$ cat src/rtl/div_pkg.sv
// Shared types and constants for the multicycle divider.
package div_pkg;

  localparam int unsigned DIV_WIDTH = 32;
  localparam int unsigned DIV_CNT_W = 5;
  localparam logic [DIV_WIDTH-1:0] INT_MIN = 32'h8000_0000;

  typedef enum logic [1:0] {
    IDLE = 2'd0,
    PREP = 2'd1,
    RUN  = 2'd2,
    FIX  = 2'd3
  } state_e;

endpackage

$ cat src/rtl/div_step.sv
// One restoring-division iteration: shift {rem,quo} left, subtract the divisor if it fits.
module div_step #(
  parameter int unsigned W = 32
) (
  input  logic [W-1:0] rem_i,
  input  logic [W-1:0] quo_i,
  input  logic [W-1:0] dvs_i,
  output logic [W-1:0] rem_o,
  output logic [W-1:0] quo_o
);

  logic [W:0]   shifted;
  logic         fits;
  logic [W-1:0] diff;

  // When the divisor fits the true difference is below 2^W, so W-bit wraparound is exact.
  always_comb begin
    shifted = {rem_i, quo_i[W-1]};
    fits    = (shifted >= {1'b0, dvs_i});
    diff    = shifted[W-1:0] - dvs_i;
    rem_o   = fits ? diff : shifted[W-1:0];
    quo_o   = {quo_i[W-2:0], fits};
  end

endmodule

$ cat src/rtl/div_unit.sv
// Multicycle signed restoring divider (quotient to lo, remainder to hi).
// Optional DIV_UNSIGNED_EN adds a div_unsigned input selecting DIVU semantics.
module div_unit
  import div_pkg::*;
#(
  parameter int unsigned WIDTH = DIV_WIDTH,
  parameter int unsigned CNT_W = DIV_CNT_W
) (
  input  logic             clk,
  input  logic             reset,
  input  logic             div_start,
  input  logic [WIDTH-1:0] dividend,
  input  logic [WIDTH-1:0] divisor,
`ifdef DIV_UNSIGNED_EN
  input  logic             div_unsigned,
`endif
  output logic             busy,
  output logic             done,
  output logic             zero_div,
  output logic [WIDTH-1:0] hi,
  output logic [WIDTH-1:0] lo
);

  state_e             state_q, state_d;
  logic [CNT_W-1:0]   cnt_q, cnt_d;
  logic [WIDTH-1:0]   dvd_q, dvd_d;
  logic [WIDTH-1:0]   dvs_q, dvs_d;
  logic [WIDTH-1:0]   rem_q, rem_d;
  logic [WIDTH-1:0]   quo_q, quo_d;
  logic               q_neg_q, q_neg_d;
  logic               r_neg_q, r_neg_d;
  logic               uns_q, uns_d;
  logic               busy_q, busy_d;
  logic               done_q, done_d;
  logic               zero_div_q, zero_div_d;
  logic [WIDTH-1:0]   hi_q, hi_d;
  logic [WIDTH-1:0]   lo_q, lo_d;
  logic [WIDTH-1:0]   step_rem, step_quo;
  logic               start_uns;

`ifdef DIV_UNSIGNED_EN
  assign start_uns = div_unsigned;
`else
  assign start_uns = 1'b0;
`endif

  div_step #(.W(WIDTH)) u_step (
    .rem_i (rem_q),
    .quo_i (quo_q),
    .dvs_i (dvs_q),
    .rem_o (step_rem),
    .quo_o (step_quo)
  );

  // Next-state and datapath control.
  always_comb begin
    state_d    = state_q;
    cnt_d      = cnt_q;
    dvd_d      = dvd_q;
    dvs_d      = dvs_q;
    rem_d      = rem_q;
    quo_d      = quo_q;
    q_neg_d    = q_neg_q;
    r_neg_d    = r_neg_q;
    uns_d      = uns_q;
    done_d     = 1'b0;
    zero_div_d = zero_div_q;
    hi_d       = hi_q;
    lo_d       = lo_q;

    case (state_q)
      IDLE: begin
        if (div_start) begin
          if (divisor != '0) begin
            dvd_d      = dividend;
            dvs_d      = divisor;
            uns_d      = start_uns;
            zero_div_d = 1'b0;
            state_d    = PREP;
          end else begin
            zero_div_d = 1'b1;
            done_d     = 1'b1;
          end
        end
      end
      PREP: begin
        // Magnitudes are unsigned, so INT_MIN stays representable.
        if (uns_q) begin
          quo_d   = dvd_q;
          q_neg_d = 1'b0;
          r_neg_d = 1'b0;
        end else begin
          quo_d   = dvd_q[WIDTH-1] ? WIDTH'(-dvd_q) : dvd_q;
          dvs_d   = dvs_q[WIDTH-1] ? WIDTH'(-dvs_q) : dvs_q;
          q_neg_d = dvd_q[WIDTH-1] ^ dvs_q[WIDTH-1];
          r_neg_d = dvd_q[WIDTH-1];
        end
        rem_d   = '0;
        cnt_d   = CNT_W'(WIDTH - 1);
        state_d = RUN;
      end
      RUN: begin
        rem_d = step_rem;
        quo_d = step_quo;
        cnt_d = cnt_q - CNT_W'(1);
        if (cnt_q == '0) begin
          state_d = FIX;
        end
      end
      FIX: begin
        lo_d    = q_neg_q ? WIDTH'(-quo_q) : quo_q;
        hi_d    = r_neg_q ? WIDTH'(-rem_q) : rem_q;
        done_d  = 1'b1;
        state_d = IDLE;
      end
      default: state_d = IDLE;
    endcase

    busy_d = (state_d != IDLE);
  end

  // State register with synchronous active-low reset.
  always_ff @(posedge clk) begin
    if (!reset) begin
      state_q    <= IDLE;
      cnt_q      <= '0;
      dvd_q      <= '0;
      dvs_q      <= '0;
      rem_q      <= '0;
      quo_q      <= '0;
      q_neg_q    <= 1'b0;
      r_neg_q    <= 1'b0;
      uns_q      <= 1'b0;
      busy_q     <= 1'b0;
      done_q     <= 1'b0;
      zero_div_q <= 1'b0;
      hi_q       <= '0;
      lo_q       <= '0;
    end else begin
      state_q    <= state_d;
      cnt_q      <= cnt_d;
      dvd_q      <= dvd_d;
      dvs_q      <= dvs_d;
      rem_q      <= rem_d;
      quo_q      <= quo_d;
      q_neg_q    <= q_neg_d;
      r_neg_q    <= r_neg_d;
      uns_q      <= uns_d;
      busy_q     <= busy_d;
      done_q     <= done_d;
      zero_div_q <= zero_div_d;
      hi_q       <= hi_d;
      lo_q       <= lo_d;
    end
  end

  assign busy     = busy_q;
  assign done     = done_q;
  assign zero_div = zero_div_q;
  assign hi       = hi_q;
  assign lo       = lo_q;

endmodule
$ cat config.mk
export PLATFORM = sky130hd
export DESIGN_NAME = div_unit
export DESIGN_NICKNAME = d
export VERILOG_FILES = /design/src/rtl/div_pkg.sv /design/src/rtl/div_step.sv /design/src/rtl/div_unit.sv
export SDC_FILE = /design/constraint.sdc
export NUM_CORES = 1
export LEC_CHECK = 0
export BUFFER_PORTS_ARGS = -buffer_cell sky130_fd_sc_hd__buf_2
export CAP_MARGIN = 30
export CORE_MARGIN = 3
export CORE_UTILIZATION = 45
export DETAILED_ROUTE_END_ITERATION = 12
export PLACE_DENSITY = 0.71
export REMOVE_ABC_BUFFERS = 1
export SLEW_MARGIN = 20
export SYNTH_ARGS = -nofsm -noshare
export SYNTH_HDL_FRONTEND = slang
export SYNTH_SLANG_ARGS = --single-unit
$ cat constraint.sdc
create_clock -name clk -period 3.45 [get_ports clk]
set_input_delay 0.5175 -clock clk [delete_from_list [all_inputs] [get_ports clk]]
set_output_delay 0.5175 -clock clk [all_outputs]
set_load 0.005 [all_outputs]
==> run_results.csv, run 1 <==
group,metric,value,unit
status,status,"finished, final reports clean",
floorplanning,die_y,172.4,microns
floorplanning,die-area,29710,sq um
floorplanning,ioPinCount,134,
synthesis,synth-simple-area-share,20.15,%
sta,slew_violations,0,
grt,grt_use_total,21.91,%
synthesis,syn_area_per_cell,8.040,sq um
worst_setup_path,r2r_slack,0.21,ns
worst_setup_path,startpoint_type,"register",
worst_setup_path,reg2reg_from,"quo_q[8]",
sta,fin_skew,0.01456,ns
sta,finalWorstSetupSlack,0.2109,ns
route,first_pass_iters,6,
cts,numCtsBuffers,25,
grt,antenna_found_initial,3,
cts,postCtsHoldBufs,0,
cts,cts_post_setup_buffers_inserted,0,
hold_path,hold_path.class,"input pin to register",
route,wl,33370,microns
synthesis,synth_xor_area_share,8.790,%
synthesis,synth-seq-cells,204,
worst_setup_path,end_kind,"register",
synthesis,yosys.area.top_type,"dfxtp_1",
cts,worstSkewPairLatency,0.52,ns
placement,hpwlAfterDp,24860,microns
route,met3_length,2043,microns
worst_setup_path,critPathKind,"register to register",
cts,ctsResizeCount,0,
sta,worst_slew_pin_slew,0.8054,ns
hold_path,hold_path_depth,3,
route,drt_iter0_markers,896,
power,power_density,619.1,nW/um^2
placement,numPortBuffers,133,
layout,final_util,53.05,%
cts,clk_pin_slew_worst_paths,0.06,ns
worst_setup_path,worstPathRequired,3.86,ns
synthesis,ys_warn_count,0,
worst_setup_path,r2r-end,"lo[29]",
power,ir_worst_vdd,0.4238,mV
grt,grt_pass1_wl,53990,microns
grt,grt_overflow,0,
cts,cts_root_buf,"clkbuf_16",
synthesis,ys_types,65,
layout,nNetsFinal,1748,
placement,gp_congestion,0.9676,
route,num_vias,11370,
worst_setup_path,reg2reg_depth,9,
route,routed.top_layer,"met5",
synthesis,async_flop_share,0,%
floorplanning,std_cell_rows,60,
route,ant_nets,0,
synthesis,synth.area.top_cells,"dfxtp_1 33%, nand2_1 7.5%, xor2_1 6.5%",
sta,max_slew_margin,46.17,%
cts,tritoncts,"built",
synthesis,synth_area,12450,sq um
sta,fin_crit,3.239,ns
layout,fillers,2555,
grt,grt_max_degree,134,
layout,drive_above_1_share,13.84,%
hold_path,worstHoldEndpoint,"dvd_q[10]",
cts,cts.path.max_buffers,3,
sta,hold_viol,0,
cts,h-tree-depth,1,
route,wl_per_cell,16.45,microns
power,power_leakage,6.443,nW
sta,rsz0062_at_grt,"false",
synthesis,synth_compound_area_share,24.87,%
route,post-route-drc-count,0,
route,dr_wl_met2,14670,microns
hold_path,min_from,"dividend[10]",
grt,grt_pass1_vias,10490,
synthesis,synth_top_family_by_area,"compound AO/OA/AOI/OAI gates",
sta,max_freq,308.7,MHz
placement,numPlacedInstances,1982,
synthesis,synth_edf_count,0,
synthesis,synth_top_area_share,32.79,%
layout,fin_cells,2029,
synthesis,yosysSeqAreaShare,32.79,%
cts,clock-sinks,204,
worst_setup_path,path_max_fanout,6,
synthesis,synth_ff_type,"dfxtp_1",
placement,place_ws,0.2199,ns
worst_setup_path,arrival,3.65,ns
route,drt-met1-wl,15720,microns
sta,setup_viol,0,
synthesis,synthCells,1549,
route,routed_via_density,5.601,
floorplanning,coreArea,27100,sq um
sta,hold_ws,0.2391,ns
run,cap_violations,0,
synthesis,synthMuxAreaShare,4.018,%
floorplanning,die_w,172.4,microns
synthesis,synth_adder_area_share,4.380,%
layout,areaGrowthSynthToFinish,15.43,%
sta,final.period_utilization,93.89,%
floorplanning,start_util,45.96,%
==> synth_stat cells, drive strengths merged, types with 31 or more instances <==
| cell | n |
|---|---|
| dfxtp | 204 |
| o21ai | 134 |
| ha | 42 |
| mux2i | 50 |
| a21boi | 39 |
| o211a | 61 |
| clkbuf | 94 |
| o31ai | 31 |
| nor2 | 49 |
| xnor2 | 33 |
| inv | 59 |
| nand2 | 249 |
| nor3 | 31 |
| nor2b | 52 |
| a21oi | 66 |
| xor2 | 92 |
==> worst max path at each step <==
| stage | to | slack, ns | start |
|---|---|---|---|
| 2_1_floorplan | rem_q[27] | -2.03 | dvs_q[3] |
| 3_3_place_gp | lo[29] | 0.27 | quo_q[8] |
| 3_5_place_dp | lo[29] | 0.22 | quo_q[8] |
| 4_1_cts | lo[29] | 0.20 | quo_q[8] |
| 5_1_grt | rem_q[18] | 0.02 | dvs_q[1] |
| 6_report | lo[29] | 0.21 | quo_q[8] |
==> logic make-up (layout without fill, tap and decap cells) <==
logic type	Yosys count	after routing
adder cells (fa/ha/maj)	43	43
XOR/XNOR	125	125
AND/OR/NAND/NOR	521	521
other	0	2
flip-flops	204	204
buffers and inverters	163	269
AO/OA/AOI/OAI	443	443
multiplexers	50	50
==> report_power, final <==
group	internal, W	switching [W]
Sequential	0.00261	0.000279
Combinational	0.00135	0.00199
Clock	0.00168	0.000993
==> through the flow <==
stage          power, W  cell area [sq um]  TNS (ns)
2_1_floorplan  0.005245              12050    -62.83
3_3_place_gp   0.006167              13490         0
3_5_place_dp   0.006224              13510         0
4_1_cts        0.008913              14360         0
5_1_grt        0.009446              14380         0
6_report       0.008901              14380         0
==> cell usage in the layout (no fill, tap or decap), types with 49 or more instances in the layout <==
| cell | instances |
|---|---|
| dfxtp_1 | 204 |
| mux2i_1 | 50 |
| nand2_1 | 249 |
| buf_2 | 132 |
| o211a_1 | 61 |
| a21oi_1 | 65 |
| nor2b_1 | 51 |
| nor2_1 | 49 |
| inv_1 | 58 |
| xor2_1 | 92 |
| o21ai_0 | 132 |
==> layout make-up <==
cell class              count  area (sq um)  area share (%)
multi-input cells        1182          7794           54.21
flip-flops and latches    204          4084           28.41
repair buffers            166         955.9           6.649
clock buffers              35         723.2           5.030
well taps                 372         465.4           3.238
inverters                  59         221.5           1.540
clock inverters             9         127.6          0.8877
diodes                      2         5.005         0.03481
==> sequential cells by signal (all words and copies together) (netlist names), 2 cells and up <==
name     flops
dvd_q       32
hi          32
lo          32
state_q      2
quo_q       32
cnt_q        5
rem_q       32
dvs_q       32
==> critical path, stage by stage, from the launching register on <==
cell,delay (ns)
dfxtp_1,0.36
or3_4,0.40
or3_4,0.39
or3_4,0.38
or2_1,0.27
or3_4,0.36
or4_4,0.46
o41ai_2,0.25
xor2_1,0.18
o21ai_1,0.08
==> per-layer routing <==
layer  track usage [%]  vias to the layer above
li1                  -                     5711
met3             3.635                       68
met5                 0                        -
met1             31.34                     5267
met2             34.18                      317
met4             6.005                        2
Power figures use the tool's default switching activity.
==> run 2, diff against run 1 <==
--- a/config.mk
+++ b/config.mk
@@ -7,10 +7,12 @@
 export LEC_CHECK = 0
 export BUFFER_PORTS_ARGS = -buffer_cell sky130_fd_sc_hd__buf_2
 export CAP_MARGIN = 30
+export CELL_PAD_IN_SITES_DETAIL_PLACEMENT = 0
+export CELL_PAD_IN_SITES_GLOBAL_PLACEMENT = 1
 export CORE_MARGIN = 3
 export CORE_UTILIZATION = 45
 export DETAILED_ROUTE_END_ITERATION = 12
-export PLACE_DENSITY = 0.71
+export PLACE_DENSITY = 0.88
 export REMOVE_ABC_BUFFERS = 1
 export SLEW_MARGIN = 20
 export SYNTH_ARGS = -nofsm -noshare
==> run_results.csv, run 2 (synthesis gave the netlist of run 1 again) <==
group,metric,value,unit
cts,postCtsHoldBufs,0,
placement,numPortBuffers,133,
status,status,"finished, final reports clean",
layout,drive_above_1_share,15.12,%
cts,cts.path.max_buffers,3,
route,drt_iter0_markers,968,
sta,setup_viol,0,
sta,finalWorstSetupSlack,0.2036,ns
sta,worst_slew_pin_slew,0.8550,ns
route,routed_via_density,5.607,
route,wl,33720,microns
route,wl_per_cell,16.43,microns
power,power_density,604.1,nW/um^2
placement,numPlacedInstances,2005,
cts,clk_pin_slew_worst_paths,0.06,ns
cts,tritoncts,"built",
sta,final.period_utilization,94.10,%
grt,antenna_found_initial,0,
worst_setup_path,end_kind,"register",
worst_setup_path,worstPathRequired,3.86,ns
worst_setup_path,arrival,3.66,ns
sta,finalSetupTns,0,ns
run,cap_violations,0,
floorplanning,ioPinCount,134,
worst_setup_path,startpoint_type,"register",
sta,fin_skew,0.007597,ns
layout,mostFrequentLayoutCell,"nand2_1",
grt,met2_usage,33.57,%
floorplanning,die-area,29710,sq um
cts,ctsResizeCount,0,
placement,gp_congestion,0.9015,
power,power_leakage,6.544,nW
grt,grt_pass1_vias,10610,
placement,place_ws,0.1983,ns
cts,cts_root_buf,"clkbuf_16",
layout,num_antenna_cells,0,
route,ant_nets,0,
grt,grt_overflow,0,
cts,cts_post_setup_buffers_inserted,0,
power,fin_total_pwr,0.008770,W
floorplanning,coreArea,27100,sq um
sta,slew_violations,0,
cts,h-tree-depth,1,
grt,grt_pass1_wl,54360,microns
route,first_pass_iters,5,
worst_setup_path,path_max_fanout,6,
floorplanning,die_y,172.4,microns
layout,areaGrowthSynthToFinish,16.57,%
sta,fin_crit,3.246,ns
cts,numCtsBuffers,23,
sta,max_slew_margin,43.00,%
floorplanning,std_cell_rows,60,
grt,grt_use_total,22.10,%
floorplanning,start_util,45.96,%
cts,worstSkewPairLatency,0.52,ns
worst_setup_path,critPathKind,"register to register",
layout,fin_cells,2052,
sta,rsz0062_at_grt,"false",
grt,grt.busiest_layer,"met2",
route,num_vias,11510,
placement,hpwlAfterDp,25120,microns
sta,hold_viol,0,
layout,nNetsFinal,1775,
grt,grt_max_degree,86,
floorplanning,die_w,172.4,microns
power,ir_worst_vdd,0.3518,mV
hold_path,hold_path.class,"input pin to register",
cts,clock-sinks,204,
layout,final_cell_mix,"249 x nand2_1, 204 x dfxtp_1, 133 x o21ai_0",
grt,grtUsageMet1,32.74,%
layout,final_util,53.57,%
route,post-route-drc-count,0,
sta,max_freq,308.0,MHz
worst_setup_path,r2r_slack,0.20,ns
grt,use_met3,3.704,%
run 2: worst max-delay path, cell delays in order, from the launching register on:
cell	delay, ns
dfxtp_1	0.36
or3_4	0.40
or3_4	0.39
or3_4	0.38
or2_1	0.26
or3_4	0.35
or4_4	0.47
o41ai_2	0.26
xor2_1	0.18
o21ai_1	0.08
run 2: path summary, 6_finish.rpt:
check,startpoint,to,depth (start not counted)
worst max-delay path,quo_q[8],lo[29],9
worst min-delay path,dividend[1],dvd_q[1],3
worst max register to register,quo_q[8],lo[29],9
worst min register to register,lo[29],lo[29],2
run 2: cell type report:
class                   instances  area [sq um]
flip-flops and latches        204          4084
clock inverters                 6         72.57
inverters                      59         221.5
clock buffers                  34         686.9
fillers                      2612         12580
repair buffers                195          1194
multi-input cells            1182          7794
well taps                     372         465.4
run 2: through the flow:
| stage | hold WS, ns | area [sq um] |
|---|---|---|
| floorplan | 0.4422 | 12050 |
| global placement | 0.4427 | 13660 |
| detailed placement | 0.4454 | 13690 |
| CTS | 0.2215 | 14450 |
| global route | 0.2364 | 14520 |
| finish | 0.2405 | 14520 |
run 2: where the power goes:
part           total [W]  switching (W)  internal, W
Combinational    0.00342        0.00199      0.00143
Clock            0.00246        0.00101      0.00146
Sequential       0.00289       0.000280      0.00261
Total            0.00877        0.00328      0.00549
run 2: per-layer routing:
layer  vias up  wire (microns)  part of all wire, %
met2       315           14480                   43
met1      5370           16460                   49
li1       5782               -                    -
met4         0             590                  1.7
met5         -               0                    0
met3        39            2196                  6.5
==> run 3, diff against run 2 <==
--- a/config.mk
+++ b/config.mk
@@ -12,6 +12,7 @@
 export CORE_MARGIN = 3
 export CORE_UTILIZATION = 45
 export DETAILED_ROUTE_END_ITERATION = 12
+export MAX_ROUTING_LAYER = met4
 export PLACE_DENSITY = 0.88
 export REMOVE_ABC_BUFFERS = 1
 export SLEW_MARGIN = 20
==> run_results.csv, run 3 (synthesis gave the netlist of run 1 again) <==
group,metric,value,unit
sta,max_slew_margin,46.42,%
floorplanning,die-area,29710,sq um
placement,hpwlAfterDp,24790,microns
cts,numCtsBuffers,24,
route,drt_iter0_markers,938,
placement,gp_congestion,0.9381,
layout,mostFrequentLayoutCell,"nand2_1",
power,switching_share,37.64,%
sta,fin_skew,0.02587,ns
layout,num_antenna_cells,0,
route,wl,33670,microns
worst_setup_path,worstPathRequired,3.88,ns
worst_setup_path,crit_family,"simple AND/OR/NAND/NOR gates",
grt,grt_max_degree,160,
sta,fin_crit,3.203,ns
cts,worstSkewPairLatency,0.54,ns
grt,grt_overflow,0,
worst_setup_path,critPathKind,"register to register",
sta,max_freq,312.2,MHz
worst_setup_path,cp.buffers_inverters,0,
grt,grt_pass1_vias,10450,
worst_setup_path,cpMaxStageDelayCell,"or4_4",
power,pwr-share-comb,39.2,%
power,p_clk_share,28.0,%
cts,cts.path.max_buffers,3,
route,routed_via_density,5.584,
power,power_density,604.5,nW/um^2
sta,slew_violations,0,
sta,rsz0062_at_grt,"false",
power,intPower,0.005482,W
route,post-route-drc-count,0,
floorplanning,std_cell_rows,60,
sta,finalWorstSetupSlack,0.2471,ns
cts,clk_pin_slew_worst_paths,0.06,ns
sta,final.period_utilization,92.84,%
floorplanning,start_util,45.96,%
sta,worst_slew_pin_slew,0.8037,ns
cts,h-tree-depth,1,
placement,place_ws,0.2222,ns
cts,cts_root_buf,"clkbuf_16",
placement,numPortBuffers,133,
power,power_leakage,6.556,nW
power,fin_total_pwr,0.008790,W
route,num_vias,11490,
route,ant_nets,0,
worst_setup_path,cpMostUsedCell,"or3_4",
route,first_pass_iters,5,
layout,final_cell_mix,"249 x nand2_1, 204 x dfxtp_1, 133 x o21ai_0",
sta,hold_viol,0,
cts,tritoncts,"built",
layout,nNetsFinal,1777,
layout,drive_above_1_share,15.19,%
power,ir_worst_vdd,0.3194,mV
cts,clock-sinks,204,
layout,final_util,53.65,%
layout,areaGrowthSynthToFinish,16.75,%
worst_setup_path,end_kind,"register",
floorplanning,die_w,172.4,microns
cts,ctsResizeCount,0,
route,wl_per_cell,16.37,microns
worst_setup_path,slowest_delay,0.46,ns
grt,grt_use_total,22.84,%
grt,grt_pass1_wl,54470,microns
grt,antenna_found_initial,0,
run,cap_violations,0,
floorplanning,die_y,172.4,microns
status,status,"finished, final reports clean",
sta,setup_viol,0,
worst_setup_path,arrival,3.64,ns
floorplanning,ioPinCount,134,
power,p_sw,0.003309,W
worst_setup_path,path_max_fanout,6,
hold_path,hold_path.class,"input pin to register",
worst_setup_path,crit_chain,"or3_4 > or3_4 > or3_4 > or2_1 > or3_4 > or4_4 > o41ai_2 > xor2_1 > o21ai_1",
floorplanning,coreArea,27100,sq um
power,power_frac_seq,32.8,%
worst_setup_path,startpoint_type,"register",
[run 3: power by group through the flow]
| stage | sequential (W) | combinational [W] | clock (W) |
|---|---|---|---|
| 2_1_floorplan | 0.00288 | 0.00236 | 0 |
| 3_3_place_gp | 0.00294 | 0.00329 | 0 |
| 3_5_place_dp | 0.00294 | 0.00335 | 0 |
| 4_1_cts | 0.00288 | 0.00337 | 0.00253 |
| 5_1_grt | 0.00293 | 0.00383 | 0.00262 |
| 6_report | 0.00289 | 0.00344 | 0.00246 |
[run 3: repair_timing]
action                                  CTS  global route
endpoints found under the setup margin    0             5
setup buffers                             0             8
hold buffers                              0             0
[run 3: final timing paths]
| check | from | to | slack (ns) | depth (start not counted) |
|---|---|---|---|---|
| worst max-delay path | quo_q[8] | lo[29] | 0.25 | 9 |
| worst min-delay path | dividend[3] | dvd_q[3] | 0.23 | 3 |
| worst max register to register | quo_q[8] | lo[29] | 0.25 | 9 |
| worst min register to register | lo[29] | lo[29] | 0.44 | 2 |
[run 3: metrics by stage]
step	TNS [ns]	area, sq um	hold WS (ns)	instances
2_1_floorplan	-62.83	12050	0.4422	1445
3_3_place_gp	0	13660	0.4409	2002
6_report	0	14540	0.2270	2057
5_1_grt	0	14540	0.2307	2057
3_5_place_dp	0	13690	0.4427	2004
4_1_cts	0	14450	0.2091	2048
[run 3: routing by layer]
metal | global-route usage, % | share of wire [%]
met3 | 2.789 | 6.1
met1 | 34.39 | 50
met2 | 32.92 | 42
met5 | - | 0
met4 | 4.339 | 1.5
[run 3: area by class of cell]
class	instances	area, sq um
fillers	2596	12560
multi-input cells	1182	7794
flip-flops and latches	204	4084
repair buffers	196	1214
clock buffers	34	668.1
well taps	372	465.4
inverters	59	221.5
clock inverters	10	93.84
[run 3: worst reg2reg max path: stages (launching register included)]
cell and delay (ns):
dfxtp_1 0.36, or3_4 0.39, or3_4 0.39, or3_4 0.38
or2_1 0.26, or3_4 0.36, or4_4 0.46, o41ai_2 0.25
xor2_1 0.17, o21ai_1 0.08
